==> src/rtl/vp_frame_writer.sv <==
// Pulls one pixel per single-cycle ready tick from the vp FIFO and writes it to the frame buffer at a per-frame wrapping raster address.
// Tick to write request is 2 cycles, best case 1 pixel / 4 cycles; a stalled write (i_mem_ready=0) holds everything and blocks new ticks.
module vp_frame_writer #(
  parameter int DW = 12,
  parameter int RL = 640,
  parameter int NL = 480,
  parameter int AW = 19
) (
  input  logic          i_clk,
  input  logic          i_rstn,
  input  logic          i_enable,
  input  logic          i_addr_clr,
  output logic          o_data_ready,
  input  logic          i_data_valid,
  input  logic [DW-1:0] i_data,
  output logic          o_mem_wr,
  output logic [AW-1:0] o_mem_addr,
  output logic [DW-1:0] o_mem_data,
  input  logic          i_mem_ready,
  output logic          o_frame_done
);

  localparam logic [AW-1:0] LAST_ADDR = AW'(RL * NL - 1);

  typedef enum logic [1:0] {IDLE, RD, CAP, WR} state_t;

  state_t        state, state_n;
  logic [AW-1:0] addr, addr_n;
  logic          clr_pend, clr_pend_n;
  logic          clr_now;
  logic          ready_n, wr_n, done_n;
  logic [AW-1:0] mem_addr_n;
  logic [DW-1:0] mem_data_n;

  // A clear seen while a pixel is in flight waits for that pixel's accept.
  assign clr_now = clr_pend | i_addr_clr;

  always_comb begin
    state_n    = state;
    addr_n     = addr;
    clr_pend_n = clr_pend;
    ready_n    = 1'b0;
    wr_n       = o_mem_wr;
    mem_addr_n = o_mem_addr;
    mem_data_n = o_mem_data;
    done_n     = 1'b0;
    case (state)
      IDLE: begin
        clr_pend_n = 1'b0;
        if (i_addr_clr) addr_n = '0;
        if (i_enable && i_data_valid) begin
          ready_n = 1'b1;
          state_n = RD;
        end
      end
      RD: begin
        clr_pend_n = clr_now;
        state_n    = CAP;
      end
      CAP: begin
        clr_pend_n = clr_now;
        mem_data_n = i_data;
        mem_addr_n = addr;
        wr_n       = 1'b1;
        state_n    = WR;
      end
      WR: begin
        clr_pend_n = clr_now;
        if (i_mem_ready) begin
          wr_n       = 1'b0;
          clr_pend_n = 1'b0;
          state_n    = IDLE;
          if (clr_now) begin
            addr_n = '0;
          end else if (addr == LAST_ADDR) begin
            addr_n = '0;
            done_n = 1'b1;
          end else begin
            addr_n = addr + AW'(1);
          end
        end
      end
      default: state_n = IDLE;
    endcase
  end

  always_ff @(posedge i_clk) begin
    if (!i_rstn) begin
      state        <= IDLE;
      addr         <= '0;
      clr_pend     <= 1'b0;
      o_data_ready <= 1'b0;
      o_mem_wr     <= 1'b0;
      o_mem_addr   <= '0;
      o_mem_data   <= '0;
      o_frame_done <= 1'b0;
    end else begin
      state        <= state_n;
      addr         <= addr_n;
      clr_pend     <= clr_pend_n;
      o_data_ready <= ready_n;
      o_mem_wr     <= wr_n;
      o_mem_addr   <= mem_addr_n;
      o_mem_data   <= mem_data_n;
      o_frame_done <= done_n;
    end
  end

endmodule

==> config.mk <==
export PLATFORM = sky130hd
export DESIGN_NAME = vp_frame_writer
export DESIGN_NICKNAME = d
export VERILOG_FILES = /design/src/rtl/vp_frame_writer.sv
export SDC_FILE = /design/constraint.sdc
export NUM_CORES = 1
export LEC_CHECK = 0
export CAP_MARGIN = 20
export CORE_MARGIN = 2
export CORE_UTILIZATION = 54
export DETAILED_ROUTE_END_ITERATION = 16
export PLACE_DENSITY_LB_ADDON = 0.08
export SKIP_CTS_REPAIR_TIMING = 1
export SLEW_MARGIN = 20
export SYNTH_ARGS = -nofsm -noshare
export SYNTH_HDL_FRONTEND = slang
export SYNTH_SLANG_ARGS = --single-unit
==> constraint.sdc <==
create_clock -name i_clk -period 3.5 [get_ports i_clk]
set_input_delay 0.7 -clock i_clk [delete_from_list [all_inputs] [get_ports i_clk]]
set_output_delay 0.7 -clock i_clk [all_outputs]
set_load 0.03 [all_outputs]
==> results.cfg <==
[global_route]
gr-total-overflow = 0
grt_pass1_vias = 1825
antenna_found_initial = 0
grt_pass1_wl_um = 8530
grt_max_degree = 34
grt.total_usage_pct = 21.2

[clock_network]
clk_latency_ps = 310
cts.sinks = 56
cts-root-buf = clkbuf_8
cts_tree = yes
h-tree-depth = 2
cts_buffer_depth = 2
cts_made_buffers = 5
clkSlewWorstSetupHoldPaths_ps = 100

[yosys]
synthMuxAreaShare_pct = 13.7
syn_inst = 263
synth_top_family_by_area = simple AND/OR/NAND/NOR gates
synth_compound_area_share_pct = 5.30
synth-main-ff-cell = dfxtp_1
syn-cell-area_sq_mm = 0.00241
ys_seq_area_share_pct = 46.6
synth_area_per_cell_sq_um = 9.15
synth-edff-count = 0
yosysWarnings = 0
synth-adder-area-share_pct = 2.08
synth_seq_cells = 56
synth_cell_types = 40
async_flop_share_pct = 0
synthXorXnorAreaFrac_pct = 3.64
syn-num-nets = 285
yosys.area_share.simple_pct = 24.8

[setup_path]
startpoint = i_mem_ready
regToRegSetupSlack_ps = 1350
crit_arrival_ps = 2540
worstPathRequired_ps = 3710
crit_path_max_fanout = 11
rr_endpoint = addr[6]$_SDFFE_PN0P_
critPathLaunchType = primary input
worstReg2RegStart = state[1]$_SDFFE_PN0P_
worst-setup-path-type = in -> reg
crit_end = addr[6]$_SDFFE_PN0P_
rr_worst_depth = 6
end_kind = flip-flop

[outcome]
status = finished clean

[route]
via_per_inst = 5.39
drc = 0
vias = 1957
drtIter0Drc = 107
wl_um = 4960
wl_per_cell_um = 13.7
ant_nets = 0
dr.pass1.iters = 4

[sta]
slew_viol_final = 0
setup_tns_ps = 0
post-route-period-util_pct = 66.5
hold_viol_final = 0
final.min_clock_period_ps = 2330
rsz0062_at_grt = no
slew_headroom_pct = 32.7
worst_slew_pin_slew_ps = 1010
setup_viol = 0
final.setup_skew_ps = 6.46
setup_ws_ps = 1170
fmax_mhz = 430

[floorplan]
initial_core_util_pct = 55.7
dieWidth_um = 70.8
dieArea_sq_mm = 0.00501
die_h_um = 70.8
core_sq_mm = 0.00432
ios = 52
rows = 24

[cells_and_area]
fillers = 367
diodes = 0
drive_gt1_share_pct = 6.75
syn2layout_area_growth_pct = 26.0
fin_nets = 332

[pwr]
powerDensity_mw_per_mm2 = 506
p_seq_share_pct = 45.8
power_switching_mw = 0.498
ir_drop_uv = 358
power.internal_mw = 1.04
switching_share_pct = 32.5
p_comb_share_pct = 30.8
power.leakage_nw = 1.03
clockPowerShare_pct = 23.4

[place]
hpwlAfterDp_um = 3430
place_congestion = 0.851
place_ws_ps = 848
portBuffers = 51

[flow_run]
max_cap_violations = 0

[hold_path]
min_path_type = reg -> reg
==> critical path: stages <==
cell and delay (ps):
clkdlybuf4s50_1 450, nor2b_1 410, or2_0 410, buf_4 250, nor3_1 70, o221a_2 260
==> flip-flops by register name, indices dropped and copies added (netlist names) <==
name,cells
clr_pend,1
o_data_ready,1
o_mem_data,12
o_mem_addr,19
o_mem_wr,1
state,2
o_frame_done,1
addr,19
==> cells in the final DEF (no fill, tap or decap), types with 6 or more instances in the layout <==
| cell type | n |
|---|---|
| nand3_1 | 15 |
| xor2_1 | 7 |
| a21oi_1 | 9 |
| nand2_1 | 18 |
| nor3_1 | 7 |
| nor2_1 | 55 |
| clkdlybuf4s50_1 | 51 |
| clkbuf_8 | 6 |
| dfxtp_1 | 56 |
| mux2i_1 | 33 |
==> logic make-up (layout without fill, tap and decap cells) <==
kind of cell,count (synthesis),count (layout)
fa+ha+maj,4,4
flops,56,56
buf+inv,20,68
simple gates,121,121
mux,33,33
xor+xnor,10,10
compound gates,19,19
==> power groups by stage <==
stage | clock network, mW | registers [mW] | logic, mW
2_1_floorplan | 0 | 0.771 | 0.286
3_3_place_gp | 0 | 0.714 | 0.469
3_5_place_dp | 0 | 0.717 | 0.478
4_1_cts | 0.368 | 0.702 | 0.479
5_1_grt | 0.395 | 0.708 | 0.516
6_report | 0.359 | 0.703 | 0.472
==> synth_stat cells (2+ instances only) <==
library cell	number	area share, %
dfxtp_1	56	47
nor2_1	55	8.6
mux2i_1	33	14
nand2_1	18	2.8
nand3_1	15	3.1
a21oi_1	9	1.9
nor3_1	7	1.5
xor2_1	7	2.5
buf_2	6	1.2
clkbuf_1	6	0.94
nand4_1	5	1.3
ha_1	4	2.1
inv_1	4	0.62
a31oi_1	3	0.78
nor2b_1	3	0.78
nor4_1	3	0.78
xnor2_1	3	1.1
nand3b_1	2	0.62
nor3b_1	2	0.62
o21ai_0	2	0.42
==> cell type report <==
class / count / area [sq um] / area share, %
multi-input cells: 187 / 1190 / 39.4
inverters: 5 / 18.8 / 0.619
well taps: 52 / 65.1 / 2.15
repair buffers: 55 / 541 / 17.8
clock buffers: 6 / 82.6 / 2.72
flip-flops and latches: 56 / 1120 / 37.0
clock inverters: 2 / 10.0 / 0.330
==> worst min-delay path by stage <==
stage | from | to | cells after the start
floorplan | addr[1]$_SDFFE_PN0P_ | addr[1]$_SDFFE_PN0P_ | 2
global placement | o_mem_wr$_SDFFE_PN0P_ | o_mem_wr$_SDFFE_PN0P_ | 2
detailed placement | o_mem_wr$_SDFFE_PN0P_ | o_mem_wr$_SDFFE_PN0P_ | 2
CTS | o_mem_wr$_SDFFE_PN0P_ | o_mem_wr$_SDFFE_PN0P_ | 2
global route | o_mem_data[7]$_SDFFE_PN0P_ | o_mem_data[7]$_SDFFE_PN0P_ | 2
finish | o_mem_wr$_SDFFE_PN0P_ | o_mem_wr$_SDFFE_PN0P_ | 2
==> per-stage QoR <==
step                      cell area (sq um)  hold slack [ps]  util [%]  power (mW)  instances
after floorplan                        2410              486         -        1.06        263
after global placement                 2940              467      68.0        1.18        355
after detailed placement               2940              478      68.0        1.19        355
after CTS                              3030              500      70.1        1.55        363
after global routing                   3030              532      70.1        1.62        363
final                                  3030              493      70.1        1.53        363
==> per-layer routing <==
| metal | share of wire, % | wire [um] | track usage, % |
|---|---|---|---|
| met1 | 49 | 2420 | 29.5 |
| met2 | 45 | 2220 | 32.2 |
| met3 | 5.5 | 271 | 6.41 |
| met4 | 1.0 | 52 | 6.29 |
| met5 | 0 | 0 | 0 |
No activity file was read; power rests on OpenSTA's default activity.
